$ cat config.mk
export PLATFORM = sky130hd
export DESIGN_NAME = boreal_adaptive_denorm
export DESIGN_NICKNAME = d
export VERILOG_FILES = /design/src/rtl/boreal_adaptive_denorm.sv
export SDC_FILE = /design/constraint.sdc
export NUM_CORES = 2
export LEC_CHECK = 0
export BUFFER_PORTS_ARGS = -buffer_cell sky130_fd_sc_hd__buf_2
export CORE_ASPECT_RATIO = 2
export CORE_UTILIZATION = 30
export CTS_CLUSTER_SIZE = 40
export DETAILED_ROUTE_END_ITERATION = 6
export PLACE_DENSITY = 0.43
export SLEW_MARGIN = 20
export SYNTH_ARGS = -nofsm -noshare
export SYNTH_HDL_FRONTEND = slang
export SYNTH_SLANG_ARGS = --single-unit
$ cat constraint.sdc
create_clock -name clk -period 33.3 [get_ports clk]
set_input_delay 3.33 -clock clk [delete_from_list [all_inputs] [get_ports clk]]
set_output_delay 3.33 -clock clk [all_outputs]
set_load 0.005 [all_outputs]
$ cat src/rtl/boreal_adaptive_denorm.sv
// Inverse Z-score stage: rebuilds raw-unit values x = z*sigma + mu for an 8-channel
// Q8.8 frame, one channel at a time through a single shared multiplier.
module boreal_adaptive_denorm #(
  parameter int          MU_W    = 32,
  parameter logic [15:0] SIG_RST = 16'h0100
) (
  input  logic            clk,
  input  logic            rst,
  input  logic            valid,
  input  logic [127:0]    features_in,
  input  logic            stat_we,
  input  logic [2:0]      stat_addr,
  input  logic [MU_W-1:0] stat_mu,
  input  logic [15:0]     stat_sigma,
  output logic            stat_rdy,
  output logic            busy,
  output logic [127:0]    features_out,
  output logic [7:0]      sat_out,
  output logic            done
);

  typedef enum logic [2:0] {IDLE, MUL, ADD, SAT, PACK} state_t;

  state_t                 state;
  logic [2:0]             ch;
  logic signed [15:0]     frame [8];
  logic signed [MU_W-1:0] mu [8];
  logic [15:0]            sigma [8];
  logic [15:0]            res [8];
  logic [7:0]             res_sat;
  logic signed [31:0]     prod;
  logic signed [32:0]     acc;

  logic signed [31:0]     z_ext;
  logic signed [31:0]     s_ext;
  logic signed [31:0]     mul_full;
  logic signed [31:0]     prod_sh;
  logic signed [32:0]     prod_ext;
  logic signed [32:0]     mu_ext;
  logic signed [32:0]     r_full;

  // sigma is unsigned, so it enters the signed multiply zero-extended
  assign z_ext    = {{16{frame[ch][15]}}, frame[ch]};
  assign s_ext    = {16'd0, sigma[ch]};
  assign mul_full = z_ext * s_ext;
  assign prod_sh  = prod >>> 8;
  assign prod_ext = {prod_sh[31], prod_sh};
  assign mu_ext   = {{(33-MU_W){mu[ch][MU_W-1]}}, mu[ch]};
  assign r_full   = acc >>> 8;

  always_ff @(posedge clk or posedge rst) begin
    if (rst) begin
      state        <= IDLE;
      ch           <= 3'd0;
      prod         <= '0;
      acc          <= '0;
      res_sat      <= '0;
      features_out <= '0;
      sat_out      <= '0;
      done         <= 1'b0;
      busy         <= 1'b0;
      stat_rdy     <= 1'b1;
      for (int k = 0; k < 8; k++) begin
        frame[k] <= '0;
        mu[k]    <= '0;
        sigma[k] <= SIG_RST;
        res[k]   <= '0;
      end
    end else begin
      // stat_rdy is only high in IDLE, so a write never disturbs a frame in flight
      if (stat_we && stat_rdy) begin
        mu[stat_addr]    <= stat_mu;
        sigma[stat_addr] <= stat_sigma;
      end
      case (state)
        IDLE: begin
          done <= 1'b0;
          if (valid) begin
            for (int k = 0; k < 8; k++) frame[k] <= features_in[16*k +: 16];
            ch       <= 3'd0;
            busy     <= 1'b1;
            stat_rdy <= 1'b0;
            state    <= MUL;
          end else begin
            busy     <= 1'b0;
            stat_rdy <= 1'b1;
          end
        end
        MUL: begin
          prod  <= mul_full;
          state <= ADD;
        end
        ADD: begin
          acc   <= prod_ext + mu_ext;
          state <= SAT;
        end
        SAT: begin
          if (r_full > 33'sd32767) begin
            res[ch]     <= 16'h7FFF;
            res_sat[ch] <= 1'b1;
          end else if (r_full < -33'sd32768) begin
            res[ch]     <= 16'h8000;
            res_sat[ch] <= 1'b1;
          end else begin
            res[ch]     <= r_full[15:0];
            res_sat[ch] <= 1'b0;
          end
          if (ch == 3'd7) begin
            state <= PACK;
          end else begin
            ch    <= ch + 3'd1;
            state <= MUL;
          end
        end
        PACK: begin
          for (int k = 0; k < 8; k++) features_out[16*k +: 16] <= res[k];
          sat_out <= res_sat;
          done    <= 1'b1;
          state   <= IDLE;
        end
        default: state <= IDLE;
      endcase
    end
  end

endmodule

==> results.ini <==
[die]
fp.coreArea_um2=144000
dieArea_um2=147000
core.rowCount=197
chipHeight_um=540
initial_core_util=0.302
die_w_um=271
io_pins=322

[clock_tree]
cts_resized=0
htreeDepth=3
ctsHoldBuffers=0
cts_tree=built
cts-root-buf=clkbuf_16
clk_latency_ns=0.71
clkTransAtPathRegs_ns=0.07
clock_path_buffers=3
post_cts_buffers=0
clock_sinks=842
cts_made_buffers=85

[sta]
slew_headroom=0.224
finalMaxSlewViolations=0
setup_tns_ns=0
fin_crit_ns=9.25
fmax_mhz=108
fin_worst_skew_ns=0.0477
rsz0062_at_grt=no
hold_violations=0
worstMarginPinSlew_ns=1.16
setup_viol=0
min_period_over_period=0.278

[final_layout]
final_cell_mix=dfrtp_1 (833), mux2_2 (660), buf_2 (321), nand2_1 (319), inv_1 (262)
seq_area_um2=21100
multi_input_area_um2=20800
syn2layout_area_growth_pct=15.6
final_common_cell=dfrtp_1
layout-drive-gt1-share=0.317
fillCellCount=14500
nets=4399

[worst_setup_path]
end_kind=flop
path_common_cell=fa_1
path_max_fanout=34
start_kind=flop
cp.arrival_ns=9.76
crit_slowest_cell=nand4_1
critPathRequiredTime_ns=33.81
crit_type=flop to flop
worst_path_largest_cell_delay_ns=0.72

[global_routing]
antenna_found_initial=19
grt_pass1_vias=31600
grt_pass1_wl_mm=206
grt-ovfl-total=0
grt_max_degree=159
grt_usage=0.187

[logic_synthesis]
synth_edf_count=0
syn_nets=4139
synth_top_area_share=0.479
ys_warn_count=0
seq_area_frac_synth=0.485
async_reset_ff_frac=1.00
syn_area_per_cell_um2=12.0
syn_area_um2=43500
synth-seq-cells=842
ys_types=70
yosysTopAreaCell=dfrtp_1
synthTopCellsByArea=dfrtp_1 (48%), mux2_2 (17%), fa_1 (8.9%), ha_1 (4.2%), a22oi_1 (3.3%)
syn_inst=3616
ys.flop_type=dfrtp_1

[routing]
dr_total_vias=29000
post_drt_wl_per_cell_um=23.2
first_iter_violations=1395
finalWirelength_mm=136
drc_errors=0
vias_per_cell=4.96
drtAntennaViolNets=0
drt_pass1_iterations=5

[job]
maxCapViolations=0

[place]
io_buffer_count=321
dpl.hpwl_mm=94.0
place.gp.congestion=0.846

[status]
status=complete, no violations

[worst_hold_path]
hold_class=flop to flop

area by class of cell:
| type | instances | share of cell area |
|---|---|---|
| Tap cell | 1890 | 0.0470 |
| Inverter | 264 | 0.0199 |
| Antenna cell | 6 | 0.000299 |
| Clock buffer | 123 | 0.0487 |
| Sequential cell | 842 | 0.419 |
| Timing Repair Buffer | 381 | 0.0424 |
| Clock inverter | 35 | 0.00923 |
| Multi-Input combinational cell | 2302 | 0.413 |
kinds of logic (layout without fill, tap and decap cells):
kind of cell               Yosys count  in the layout  synth area share
buffers and inverters              472            803            0.0414
AOI/OAI and AO/OA                  568            568            0.0868
other                                0              6                 0
muxes                              679            679             0.178
DFF                                842            842             0.485
xor gates and xnor gates            42             42           0.00846
and+or+nand+nor                    673            673            0.0695
adders and majority gates          340            340             0.131
layer usage:
layer | track usage | share of wire
met2 | 0.346 | 0.53
met5 | 0 | 0.00072
met4 | 0.0661 | 0.033
met1 | 0.216 | 0.40
met3 | 0.0267 | 0.036
synthesized netlist by cell type (all sizes together) (25+ instances only):
| cell type | n |
|---|---|
| mux2 | 660 |
| nor2 | 161 |
| a22oi | 190 |
| inv | 263 |
| clkbuf | 147 |
| o21ai | 193 |
| fa | 193 |
| dfrtp | 833 |
| ha | 147 |
| nand2 | 320 |
| nand4 | 50 |
| buf | 61 |
| a21oi | 53 |
| a22o | 25 |
| xnor2 | 26 |
sequential cells by signal, indices dropped and copies added (netlist names), 3 cells and up, named ones only:
| signal | count |
|---|---|
| acc | 25 |
| ch | 3 |
| features_out | 128 |
| frame | 128 |
| mu | 256 |
| prod | 24 |
| res | 128 |
| sat_out | 8 |
| sigma | 128 |
| state | 3 |
per-stage QoR:
stage	hold slack, ns	util	cell area (um^2)	setup WS (ns)	cells
finish	0.467	0.349	50300	24.05	5843
global route	0.484	0.349	50300	23.37	5839
CTS	0.477	0.349	50200	23.98	5836
detailed placement	0.461	0.329	47300	24.07	5678
global placement	0.456	0.329	47300	24.25	5677
floorplan	0.439	-	43500	6.33	3616
worst max-delay path: cells and delay by family (launching register included):
kind                       cells  cell delay (ns)
adders and majority gates      7             3.14
DFF                            1             0.62
and+or+nand+nor                5             1.48
AOI/OAI and AO/OA              7             2.06
buffers and inverters          6             1.54
muxes                          1             0.18
path summary, 6_finish.rpt:
path,end,slack (ns),cells after the start,start
min in group asynchronous,features_out[39],2.74,2,rst
max in group asynchronous,res[100],27.50,5,rst
worst max-delay path,prod[25],24.05,26,ch[0]
worst min register to register,acc[21],0.47,2,acc[21]
worst max register to register,prod[25],24.05,26,ch[0]
worst min-delay path,acc[21],0.47,2,acc[21]
Power is left out: the tool's default activity adds up to more than one toggle a clock period on the data nets, which glitch-free logic cannot reach.
